`src/rtl/lsu_rmw.sv`:
```
// rtl/lsu_rmw.sv - load/store initiator between the MEM stage and a word-only data memory
// Sub-word stores use read-modify-write; misaligned requests are flagged or force-aligned.
module lsu_rmw #(
    parameter int ADDR_W      = 32,
    parameter bit CHECK_ALIGN = 1'b1
) (
    input  logic              clk,
    input  logic              reset,
    input  logic              req_valid,
    output logic              req_ready,
    input  logic              req_we,
    input  logic [1:0]        req_size,
    input  logic              req_sign,
    input  logic [ADDR_W-1:0] req_addr,
    input  logic [31:0]       req_wdata,
    output logic              resp_valid,
    output logic [31:0]       resp_rdata,
    output logic              resp_err,
    output logic [ADDR_W-1:0] mem_addr,
    output logic              mem_we,
    output logic [31:0]       mem_wd,
    input  logic [31:0]       mem_rd
);

    localparam logic [1:0] SZ_B = 2'b00;
    localparam logic [1:0] SZ_H = 2'b01;
    localparam logic [1:0] SZ_W = 2'b10;

    typedef enum logic [1:0] {
        IDLE = 2'b00,
        RD   = 2'b01,
        WR   = 2'b10,
        RESP = 2'b11
    } state_t;

    state_t state;
    state_t state_next;

    logic              we_q;
    logic [1:0]        size_q;
    logic              sign_q;
    logic [ADDR_W-1:0] addr_q;
    logic [31:0]       wdata_q;
    logic [31:0]       word_q;
    logic              err_q;

    logic [1:0]        in_size;
    logic              in_mis;
    logic              in_err;
    logic [ADDR_W-1:0] in_addr;
    logic              accept;

    logic [4:0]        lane_sh;
    logic [31:0]       lane_mask;
    logic [31:0]       merged;
    logic [31:0]       shifted;
    logic [31:0]       load_data;
    logic [ADDR_W-1:0] word_addr;

    // Size 11 behaves as word; without alignment checking the low bits are dropped.
    always_comb begin
        in_size = (req_size == 2'b11) ? SZ_W : req_size;
        in_mis  = ((in_size == SZ_H) && req_addr[0]) ||
                  ((in_size == SZ_W) && (req_addr[1:0] != 2'b00));
        in_err  = in_mis && CHECK_ALIGN;
        in_addr = req_addr;
        if (!CHECK_ALIGN) begin
            if (in_size == SZ_H) begin
                in_addr[0] = 1'b0;
            end else if (in_size == SZ_W) begin
                in_addr[1:0] = 2'b00;
            end
        end
    end

    assign accept = req_valid && (state == IDLE);

    always_ff @(posedge clk or negedge reset) begin
        if (!reset) begin
            state <= IDLE;
        end else begin
            state <= state_next;
        end
    end

    always_ff @(posedge clk or negedge reset) begin
        if (!reset) begin
            we_q    <= 1'b0;
            size_q  <= SZ_B;
            sign_q  <= 1'b0;
            addr_q  <= '0;
            wdata_q <= '0;
            err_q   <= 1'b0;
        end else if (accept) begin
            we_q    <= req_we;
            size_q  <= in_size;
            sign_q  <= req_sign;
            addr_q  <= in_addr;
            wdata_q <= req_wdata;
            err_q   <= in_err;
        end
    end

    always_ff @(posedge clk or negedge reset) begin
        if (!reset) begin
            word_q <= '0;
        end else if (state == RD) begin
            word_q <= mem_rd;
        end
    end

    // Lane selection: a word request is always aligned, so its shift is zero and
    // the full mask makes the merge collapse to wdata_q.
    always_comb begin
        lane_sh = (size_q == SZ_H) ? {addr_q[1], 4'b0000} : {addr_q[1:0], 3'b000};
        case (size_q)
            SZ_B:    lane_mask = 32'h0000_00FF;
            SZ_H:    lane_mask = 32'h0000_FFFF;
            default: lane_mask = 32'hFFFF_FFFF;
        endcase
        merged  = (word_q & ~(lane_mask << lane_sh)) | ((wdata_q & lane_mask) << lane_sh);
        shifted = word_q >> lane_sh;
        case (size_q)
            SZ_B:    load_data = {{24{sign_q & shifted[7]}}, shifted[7:0]};
            SZ_H:    load_data = {{16{sign_q & shifted[15]}}, shifted[15:0]};
            default: load_data = shifted;
        endcase
    end

    assign word_addr = {addr_q[ADDR_W-1:2], 2'b00};

    always_comb begin
        state_next = state;
        req_ready  = 1'b0;
        resp_valid = 1'b0;
        resp_rdata = '0;
        resp_err   = 1'b0;
        mem_addr   = '0;
        mem_we     = 1'b0;
        mem_wd     = '0;
        case (state)
            IDLE: begin
                req_ready = 1'b1;
                if (req_valid) begin
                    if (in_err) begin
                        state_next = RESP;
                    end else if (req_we && (in_size == SZ_W)) begin
                        state_next = WR;
                    end else begin
                        state_next = RD;
                    end
                end
            end
            RD: begin
                mem_addr   = word_addr;
                state_next = we_q ? WR : RESP;
            end
            WR: begin
                mem_addr   = word_addr;
                mem_we     = 1'b1;
                mem_wd     = merged;
                state_next = RESP;
            end
            RESP: begin
                resp_valid = 1'b1;
                resp_err   = err_q;
                resp_rdata = (we_q || err_q) ? 32'h0 : load_data;
                state_next = IDLE;
            end
            default: begin
                state_next = IDLE;
            end
        endcase
    end

endmodule

```
`config.mk`:
```
export PLATFORM = sky130hd
export DESIGN_NAME = lsu_rmw
export DESIGN_NICKNAME = d
export VERILOG_FILES = /design/src/rtl/lsu_rmw.sv
export SDC_FILE = /design/constraint.sdc
export NUM_CORES = 1
export LEC_CHECK = 0
export CORE_AREA = 2 2 117 119
export CTS_CLUSTER_SIZE = 24
export DETAILED_ROUTE_END_ITERATION = 10
export DIE_AREA = 0 0 119 121
export PLACE_DENSITY_LB_ADDON = 0.25
export SLEW_MARGIN = 30
export SYNTH_ARGS = -nofsm -noshare
export SYNTH_HDL_FRONTEND = slang
export SYNTH_SLANG_ARGS = --single-unit
```
`constraint.sdc`:
```
create_clock -name clk -period 2.3 [get_ports clk]
set_clock_uncertainty 0.05 [all_clocks]
set_input_delay 0.46 -clock clk [delete_from_list [all_inputs] [get_ports clk]]
set_output_delay 0.46 -clock clk [all_outputs]
set_load 0.02 [all_outputs]
```
---- Yosys cells after proc, flatten, opt, wreduce, memory -nomap -nowiden ----
Index checks and enable logic that the tools add are counted.
storage, ports and cells
  register bits ........................... 103
  latch bits .............................. 0
  memory bits (writable) .................. 0
  memory bits (read-only) ................. 0
  bits of input ports ..................... 103
  output and inout port bits .............. 100
  logic and storage cells ................. 52
  memories kept ........................... 0
operators by class
  $add $sub $neg .......................... 0
  $mul .................................... 0
  divide/modulo/power cells ............... 0
  $lt $le $gt $ge ......................... 0
  equality and inequality tests ........... 8
  shift operators ......................... 3
  mux-type cells .......................... 17
  bitwise operators ....................... 6
  reductions and logical operators ........ 10
operators by type and width
  operator            number
  $mux 32             4
  $pmux 32 s2         2
  $and 32x32->32      2
  $shl 32x5->32       2
  $not 32->32         1
  $or 32x32->32       1
  $shr 32x5->32       1
  $eq 2x2->1 const B  4
  $mux 2              4
  $pmux 2 s4          1
  $eq 2x1->1 const B  3
  $mux 1              5
  $logic_and 1x1->1   4
  $logic_not 2->1     2
  $mux 4              1
  $and 1x1->1         2
  $logic_or 1x1->1    2
  $ne 2x2->1 const B  1
  $reduce_bool 2->1   1
  $reduce_or 2->1     1

---- Depth between registers and ports, before layout ----
  depth after elaboration ................. 8
  depth in mapped cells ................... 7

---- Worst setup path before layout ----
No wires, ideal clock.
  path type ............................... register to output
  start ................................... register state[0]
  end ..................................... output port resp_rdata[16]
  data arrival time ....................... 1839 ps
  data required time ...................... 1790 ps
  setup slack ............................. -49 ps
  cell stages (with the launch flop) ...... 5
  cells stage by stage .................... dfrtp_1 -> ha_1 -> nor3b_1 -> nand3_1 -> o21ai_0
between the ends
  cells in the longest elaborated chain, start to end .. 2
RTL lines
  item                    line  RTL
  from (decl)             36    state_t state;
  from (signal assigned)  82    state <= state_next;
  $eq 2x2->1              141   case (state)
  $mux 32                 141
  to (decl)               17    output logic [31:0] resp_rdata,
No other way between the ends.

---- Worst setup path after layout ----
  start ................................... register state[0]
  end ..................................... output port resp_rdata[13]
The elaborated chain is that of the path after synthesis.

==> flow_metrics.tcl <==
set metrics [dict create \
    antenna_cells 0 \
    post-route-util_pct 79.1 \
    endpoint_kind "output pin" \
    clockBufferDepth 2 \
    clkPwrFrac_pct 8.9 \
    rows 42 \
    cts_buffers 9 \
    hold_viol_final 0 \
    fillers 797 \
    grt-ovfl-total 0 \
    stdcell_area_mm2 0.0103 \
    area_growth_pct 71.0 \
    cts_tree "yes" \
    dpl_cell_area_mm2 0.00857 \
    ys_seq_elements 103 \
    wl_um 22900 \
    final.period_utilization_pct 114 \
    grt_max_degree 49 \
    p_seq_share_pct 21.6 \
    num_vias 5878 \
    layout-drive-gt1-share_pct 57.5 \
    crit_path_top_delay_cell "dfrtp_1" \
    synth.distinct_cells 47 \
    grt_use_total_pct 27.4 \
    min_period_ps 2630 \
    peakVddDrop_v 0.00104 \
    comb_power_share_pct 69.4 \
    die_area_mm2 0.0144 \
    start_kind "flip-flop" \
    synth.avg_cell_area_um2 10.6 \
    hpwl_um 14700 \
    cap_violations 0 \
    ys_async_sr_fraction_pct 100 \
    ant_nets 0 \
    whs_ps 3.34 \
    synth_ff_type "dfrtp_1" \
    fp.dieW_um 119 \
    setup_ws_ps -328 \
    maxSlewViolCount 0 \
    grt_pass1_vias 5573 \
    h-tree-depth 3 \
    cts.sinks 103 \
    final_cell_mix "dfrtp_1 (101), clkdlybuf4s50_1 (101), mux2_2 (99)" \
    drc 0 \
    grt_pass1_wl_um 30600 \
    pin_count 203 \
    ys_warn_count 0 \
    vias_per_cell 5.73 \
    drt_first_pass_iters 5 \
    wl_per_cell_um 22.3 \
    status "finished with violations" \
    worstPathMaxFanout 8 \
    hold_buffers 0 \
    power.switching_mw 7.85 \
    max_clock_freq_mhz 381 \
    swShare_pct 43.8 \
    numPortBuffers 200 \
    violations "setup timing" \
    worstSetupPathType "reg -> out" \
    crit_chain "ha_4 -> or3b_4 -> nor4b_4 -> nand3_4 -> o21ai_0 -> buf_2" \
    arrival_ps 2120 \
    crit_buf_inv 1 \
    chipHeight_um 121 \
    synth_edf_count 0 \
    antenna_found_initial 0 \
    intPower_mw 10.1 \
    cp.required_ps 1790 \
    crit_family "simple AND/OR/NAND/NOR gates" \
    core-area_mm2 0.0131 \
    num-nets-final 952 \
    clock_latency_ps 350 \
    postSynthCellCount 572 \
    rsz0062_at_grt "yes" \
    start_util_pct 46.2 \
    slowest_delay_ps 420 \
    cts_root_buf "clkbuf_16" \
    synth-seq-area-share_pct 42.6 \
    gp_congestion 0.955 \
    power.density_mw_per_mm2 1730 \
    clk_pin_slew_ps 70 \
    finalSetupViolations 80 \
    syn-cell-area_mm2 0.00605 \
    drt-initial-drc-count 480 \
    hold_path.class "in -> async" \
    power.leakage_nw 4.47 \
    finalPower_mw 17.9 \
]
## worst reg2reg max path: stages, from the launching register on
cell,delay (ps)
dfrtp_1,420
buf_4,150
buf_6,120
inv_4,60
ha_1,140
buf_4,390
mux2_2,430
## cell families (layout without fill, tap and decap cells)
| kind of cell | count (synthesis) | in the layout | share of synthesized area, % |
|---|---|---|---|
| AOI/OAI and AO/OA | 156 | 156 | 16.3 |
| and+or+nand+nor | 127 | 127 | 11.9 |
| muxes | 126 | 126 | 22.9 |
| DFF | 103 | 103 | 42.6 |
| buffers and inverters | 55 | 332 | 5.48 |
| adders and majority gates | 4 | 4 | 0.827 |
| other | 1 | 2 | 0.0620 |
## synthesized netlist by cell type, types with 2 or more instances
cell type	count	area, um2
buf_6	2	22.5
o21ai_0	51	255
nor2_1	18	67.6
a21boi_0	29	218
o21ai_1	2	10.0
and2_1	30	188
dfrtp_1	103	2580
a21oi_1	20	100
mux2_2	99	1110
nand2_1	28	105
mux2i_1	27	270
nand2b_1	11	68.8
inv_1	5	18.8
a22oi_1	8	60.1
a21o_1	8	60.1
ha_1	4	50.1
clkbuf_1	18	67.6
a31oi_1	16	100
clkbuf_8	3	41.3
buf_4	7	52.6
a21boi_1	3	22.5
nand3_1	10	50.1
buf_2	16	80.1
nor3_1	2	10.0
a211oi_1	14	105
and3_1	17	106
## per-layer routing
layer	up-vias	wire length [um]	global-route usage [%]
met5	-	0	0
li1	2610	-	-
met1	2898	8980	35.7
met4	0	837	12.0
met2	306	11400	43.6
met3	64	1700	6.63
## power by group through the flow
stage / clock [mW] / sequential, mW / combinational [mW]
after global placement: 0 / 3.62 / 8.73
final: 1.60 / 3.88 / 12.4
after detailed placement: 0 / 3.67 / 8.87
after CTS: 1.61 / 3.67 / 9.27
after floorplan: 0 / 3.25 / 5.32
after global routing: 1.70 / 3.95 / 13.0
## final timing paths
kind | start | end | slack, ps | cells after the start
setup / recovery | state[0] | resp_rdata[13] | -330 | 6
hold / removal | reset | word_q[24] | 3 | 1
setup reg to reg | state[1] | word_q[15] | 410 | 6
hold reg to reg | addr_q[6] | addr_q[6] | 450 | 1
max in group asynchronous | reset | word_q[2] | 1470 | 2
min in group clk | addr_q[6] | addr_q[6] | 450 | 1
## layout make-up
class,count,area [um2],share of cell area [%]
Sequential cell,103,2580,24.9
Clock inverter,6,67.6,0.653
Inverter,6,27.5,0.266
Multi-Input combinational cell,415,4010,38.8
Clock buffer,10,239,2.31
Timing Repair Buffer,310,3200,30.9
Tap cell,176,220,2.13
## sequential cells by signal, indices dropped and copies added (netlist names)
register	count
state	2
size_q	2
word_q	32
addr_q	32
we_q	1
sign_q	1
err_q	1
wdata_q	32
## through the flow
step / TNS (ps) / cells / setup slack (ps)
global route: -17550 / 1026 / -432
floorplan: -786 / 573 / -49.4
global placement: -14240 / 965 / -293
finish: -12150 / 1026 / -328
detailed placement: -19120 / 965 / -397
CTS: -8530 / 990 / -288
## timing repair
item / 4_1_cts / 5_1_grt
gates cloned: 2 / 8
gates resized for setup: 598 / 301
setup endpoints to repair: 97 / 95
setup buffers: 9 / 35
pin swaps: 21 / 73
No activity file was read; power rests on OpenSTA's default activity.
